<file path="config.mk">
export PLATFORM = sky130hd
export DESIGN_NAME = instruction_fetch
export DESIGN_NICKNAME = d
export VERILOG_FILES = /design/src/rtl/instruction_fetch.sv
export SDC_FILE = /design/constraint.sdc
export NUM_CORES = 1
export LEC_CHECK = 0
export ABC_AREA = 1
export CAP_MARGIN = 30
export CORE_MARGIN = 2
export CORE_UTILIZATION = 51
export CTS_BUF_LIST = sky130_fd_sc_hd__clkbuf_16
export DETAILED_ROUTE_END_ITERATION = 8
export HOLD_SLACK_MARGIN = 0.12
export PLACE_DENSITY = 0.79
export SETUP_SLACK_MARGIN = 0.02
export SKIP_LAST_GASP = 1
export SYNTH_ARGS = -nofsm -noshare
export SYNTH_HDL_FRONTEND = slang
export SYNTH_SLANG_ARGS = --single-unit
</file>
<file path="constraint.sdc">
create_clock -name i_clock -period 5.4 [get_ports i_clock]
set_input_delay 1.62 -clock i_clock [delete_from_list [all_inputs] [get_ports i_clock]]
set_output_delay 1.62 -clock i_clock [all_outputs]
set_load 0.02 [all_outputs]
</file>
<file path="src/rtl/instruction_fetch.sv">
// Instruction fetch stage: owns the PC, issues single-cycle-latency reads to the
// instruction memory and buffers returned words in a small prefetch FIFO.
module instruction_fetch #(
    parameter int          InstrWidth = 16,
    parameter int          AddrWidth  = 8,
    parameter int          Depth      = 2,
    parameter int unsigned ResetPc    = 0
) (
    input  logic                  i_clock,
    input  logic                  i_reset,
    input  logic                  i_enable,
    input  logic                  i_redirect,
    input  logic [AddrWidth-1:0]  i_redirect_pc,
    output logic                  o_mem_read,
    output logic [AddrWidth-1:0]  o_mem_address,
    input  logic [InstrWidth-1:0] i_mem_read_data,
    output logic [InstrWidth-1:0] o_instruction,
    output logic [AddrWidth-1:0]  o_pc,
    output logic                  o_valid,
    input  logic                  i_ready
);

    localparam int PtrWidth = $clog2(Depth);
    localparam int CntWidth = $clog2(Depth + 1);

    logic [AddrWidth-1:0]  pc_q, pc_d;
    logic                  inflight_q, inflight_d;
    logic [AddrWidth-1:0]  inflight_pc_q, inflight_pc_d;
    logic [PtrWidth-1:0]   rd_ptr_q, rd_ptr_d;
    logic [PtrWidth-1:0]   wr_ptr_q, wr_ptr_d;
    logic [CntWidth-1:0]   count_q, count_d;
    logic [InstrWidth-1:0] fifo_instr_q [Depth];
    logic [AddrWidth-1:0]  fifo_pc_q    [Depth];

    logic                  pop;
    logic                  push;
    logic [CntWidth:0]     level;

    assign o_valid       = (count_q != '0);
    assign o_instruction = fifo_instr_q[rd_ptr_q];
    assign o_pc          = fifo_pc_q[rd_ptr_q];
    assign o_mem_address = pc_q;

    // A redirect voids both the pop and the response landing in the same cycle.
    assign pop  = o_valid && i_ready && !i_redirect;
    assign push = inflight_q && !i_redirect;

    // Credit check: entries held plus the word still in flight, minus what leaves now.
    assign level = {1'b0, count_q}
                 + {{CntWidth{1'b0}}, inflight_q}
                 - {{CntWidth{1'b0}}, pop};

    assign o_mem_read = !i_reset && i_enable && !i_redirect
                        && (level < (CntWidth + 1)'(Depth));

    // NOTE: every output of a combinational block gets a default first, so no
    // path leaves a signal unassigned and no latch is inferred.
    always_comb begin
        pc_d          = pc_q;
        inflight_d    = 1'b0;
        inflight_pc_d = inflight_pc_q;
        rd_ptr_d      = rd_ptr_q;
        wr_ptr_d      = wr_ptr_q;
        count_d       = count_q;
        if (i_redirect) begin
            pc_d     = i_redirect_pc;
            rd_ptr_d = '0;
            wr_ptr_d = '0;
            count_d  = '0;
        end else begin
            if (pop) begin
                rd_ptr_d = rd_ptr_q + PtrWidth'(1);
            end
            if (push) begin
                wr_ptr_d = wr_ptr_q + PtrWidth'(1);
            end
            case ({push, pop})
                2'b10:   count_d = count_q + CntWidth'(1);
                2'b01:   count_d = count_q - CntWidth'(1);
                default: count_d = count_q;
            endcase
            if (o_mem_read) begin
                inflight_d    = 1'b1;
                inflight_pc_d = pc_q;
                pc_d          = pc_q + AddrWidth'(1);
            end
        end
    end

    // NOTE: state registers use non-blocking assignments so every flop samples
    // the pre-edge values regardless of block evaluation order.
    always_ff @(posedge i_clock) begin
        if (i_reset) begin
            pc_q          <= AddrWidth'(ResetPc);
            inflight_q    <= 1'b0;
            inflight_pc_q <= '0;
            rd_ptr_q      <= '0;
            wr_ptr_q      <= '0;
            count_q       <= '0;
        end else begin
            pc_q          <= pc_d;
            inflight_q    <= inflight_d;
            inflight_pc_q <= inflight_pc_d;
            rd_ptr_q      <= rd_ptr_d;
            wr_ptr_q      <= wr_ptr_d;
            count_q       <= count_d;
        end
    end

    // NOTE: the storage is reset on purpose so the head fields read zero while
    // empty; it is only a few flops, unlike a RAM that should stay unreset.
    always_ff @(posedge i_clock) begin
        if (i_reset) begin
            for (int i = 0; i < Depth; i++) begin
                fifo_instr_q[i] <= '0;
                fifo_pc_q[i]    <= '0;
            end
        end else if (push) begin
            fifo_instr_q[wr_ptr_q] <= i_mem_read_data;
            fifo_pc_q[wr_ptr_q]    <= inflight_pc_q;
        end
    end

    assert property (@(posedge i_clock) disable iff (i_reset)
        !(push && !pop && (count_q == CntWidth'(Depth))));

endmodule

</file>
==> run summary <==
Initial Utilization -> 53.3%
Area Overhead vs Synth -> 33.5%
Combinational Power Share -> 9.8%
Cts hold-fix bufs -> 0
Crit. End Element -> output pin
PwrDens -> 303 nW/µm²
Final Max Tran Viols -> 0
Via density -> 4.92
Routed WL -> 6.24 mm
WS Path Type -> input pin to output pin
Static Leak -> 1.72 nW
I/O Buffers -> 62
Reg2reg start -> count_q[1]
Initial antenna violation count -> 0
Layout filler cell count -> 443
Core area -> 5960 µm²
Nets -> 421
Syn Area/Cell -> 10.0 µm²
Gr ovfl total -> 0
Vias in the first global route -> 2278
R2r endpoint -> inflight_pc_q[6]
Crit path max-delay family -> buffers and inverters
Worst hold path class -> flop to flop
Fin. Hold Viols -> 0
Die span in y -> 82.9 µm
Clk pin slew, worst setup/hold paths -> 0.05 ns
Clk root buf -> clkbuf_16
Largest fanout on the critical path -> 2
NetSw -> 275 µW
Most common cell after layout, fill and taps aside -> nor2_1
Synth cell types -> 24
Placer Congestion -> 0.803
WL/cell -> 13.3 µm
Synth async-reset ratio -> 0%
Worst-skew pair later-pin latency -> 0.32 ns
Total number of vias -> 2304
Row cnt -> 28
Multi-input combinational cell area -> 1060 µm²
Warnings, synthesis -> 0
Register bit total from synthesis -> 70
Slew HR -> 71.4%
Remaining antenna violation count -> 0
CP dominant cell by count -> nand2_1
Clock Sinks -> 70
Clock Tree Buf Depth -> 2
Crit path time final -> 5.21 ns
First-pass GRT wire length -> 10.4 mm
Hold Slack -> 0.471 ns
Hold wc startpoint -> rd_ptr_q
Crit path DAT -> 3.59 ns
Hpwl dp -> 4.21 mm
Total CTS buffers -> 9
Total power -> 1.28 mW
FF-to-FF path depth -> 14
Initial drt markers -> 155
Buf/Inv on CP -> 4
Worst clock skew -> 0.00166 ns
Pint -> 1.01 mW
Setup bufs post-CTS -> 0
EDFF count, synth -> 48
Largest net degree at the start of global routing -> 26
R2R setup slack -> 2.73 ns
Ports -> 63
TritonRoute pass-1 iters -> 4
Antenna fix cells -> 0
Mapped cell area -> 3170 µm²
Mapped Nets -> 350
Worst Hold Path Cells -> 2
Req. time, crit path -> 3.78 ns
CTS tree -> built
Main synth FF type -> edfxtp_1
Die width -> 82.9 µm
Residual DRC -> 0
Post-synthesis sequential area ratio -> 59.3%
Mapped Cells -> 317
Outcome -> finished, final reports clean
H-tree Lvls -> 3
Max rail drop VDD -> 0.000253 V
Max-Cap Viols -> 0
Final Setup Violations -> 0
Critical Path Max Stage Delay -> 0.49 ns
Sequential cell area -> 1880 µm²
Share of power burned in registers -> 47.3%
Unrepaired setup endpoints after global routing -> no
Clock power frac -> 42.9%
Share of cells above drive strength 1 -> 14.5%
Non-filler instance count after layout -> 468
Switching Share -> 21.5%
Fin crit share -> 96.4%
Critical path launch point type -> input pin
Critical-path top delay cell -> fa_1
Die area -> 6870 µm²
Critical path cell sequence -> clkdlybuf4s50_1 -> nand2_1 -> nor2_2 -> ha_1 -> inv_1 -> nand2_1 -> fa_1 -> nand2_1 -> inv_1 -> nand2_1 -> nor2_4 -> buf_2
Inst Count DP -> 452
All-Layer GR Usage -> 19.2%
Max frequency -> 0.192 GHz
Worst hold path endpoint -> rd_ptr_q
Highest-count cells in the layout ignoring fill and taps -> 63 x nor2_1, 61 x clkdlybuf4s50_1, 48 x edfxtp_1, 45 x nand2_1, 42 x inv_1
Worst Tran Pin Value -> 0.427 ns
power groups by stage:
stage          Sequential, mW  Combinational (mW)  Clock, mW
6_report                0.606               0.126      0.549
5_1_grt                 0.608               0.137      0.585
4_1_cts                 0.606               0.128      0.561
3_5_place_dp            0.617               0.126          0
3_3_place_gp            0.616               0.118          0
2_1_floorplan           0.618              0.0605          0
kinds of logic after synthesis:
kind of cell | synth area share, %
flops | 59.3
fa+ha+maj | 1.81
compound gates | 5.80
mux | 8.52
buf+inv | 7.38
simple gates | 17.2
flip-flops by register name, indices dropped and copies added (netlist names), named ones only:
| signal | cells |
|---|---|
| wr_ptr_q | 1 |
| rd_ptr_q | 1 |
| inflight_pc_q | 8 |
| count_q | 2 |
| fifo_instr_q | 32 |
| inflight_q | 1 |
| fifo_pc_q | 16 |
| o_mem_address | 8 |
worst max-delay path by stage:
stage	to	slack, ns	cells past startpoint	start
global route	o_mem_read	0.04	12	i_ready
finish	o_mem_read	0.19	12	i_ready
CTS	o_mem_read	0.05	12	i_ready
floorplan	o_mem_read	0.56	10	i_redirect
detailed placement	o_mem_read	-0.28	12	i_ready
global placement	o_mem_read	-0.25	12	i_ready
cell type report:
class,instances,share of cell area (%)
clock buffer,9,5.32
clock inverter,7,1.33
inverter,43,3.81
multi-input combinational,192,25.0
sequential,70,44.4
tap,75,2.22
timing repair buffer,72,17.9
metal layers:
metal | vias up | part of all wire (%) | track usage (%)
li1 | 1181 | - | -
met1 | 1054 | 44 | 23.4
met2 | 62 | 49 | 31.8
met3 | 7 | 5.4 | 6.76
met4 | 0 | 1.2 | 6.56
met5 | - | 0 | 0
cells in the mapped netlist, types with 3 or more instances:
library cell,count,share of area [%]
ha_1,3,1.2
edfxtp_1,48,45
a21oi_1,15,2.4
nor2_1,64,7.6
nand2_1,45,5.3
o21ai_0,13,2.1
nor2_4,3,1.1
buf_2,7,1.1
dfxtp_1,22,14
inv_1,41,4.9
mux2_2,24,8.5
nand3_1,15,2.4
per-stage QoR:
stage                     setup TNS (ns)  area (µm²)  setup WS (ns)  util (%)
after CTS                              0        4240         0.0468      71.2
after global placement            -0.245        3860         -0.245      64.8
after detailed placement          -0.281        3960         -0.281      66.4
after global routing                   0        4240         0.0396      71.1
after floorplan                        0        3170          0.559         -
final                                  0        4240          0.192      71.1
what timing repair did:
item                                    4_1_cts  5_1_grt
resized for setup                             3        2
hold endpoints to repair                      0        0
endpoints found under the setup margin        1        1
tightest hold or removal path, stage by stage, from the launching register on:
cell     delay [ns]
dfxtp_1        0.29
inv_1          0.07
a21oi_1        0.06
Note: power is estimated with default switching activity, not from simulation.
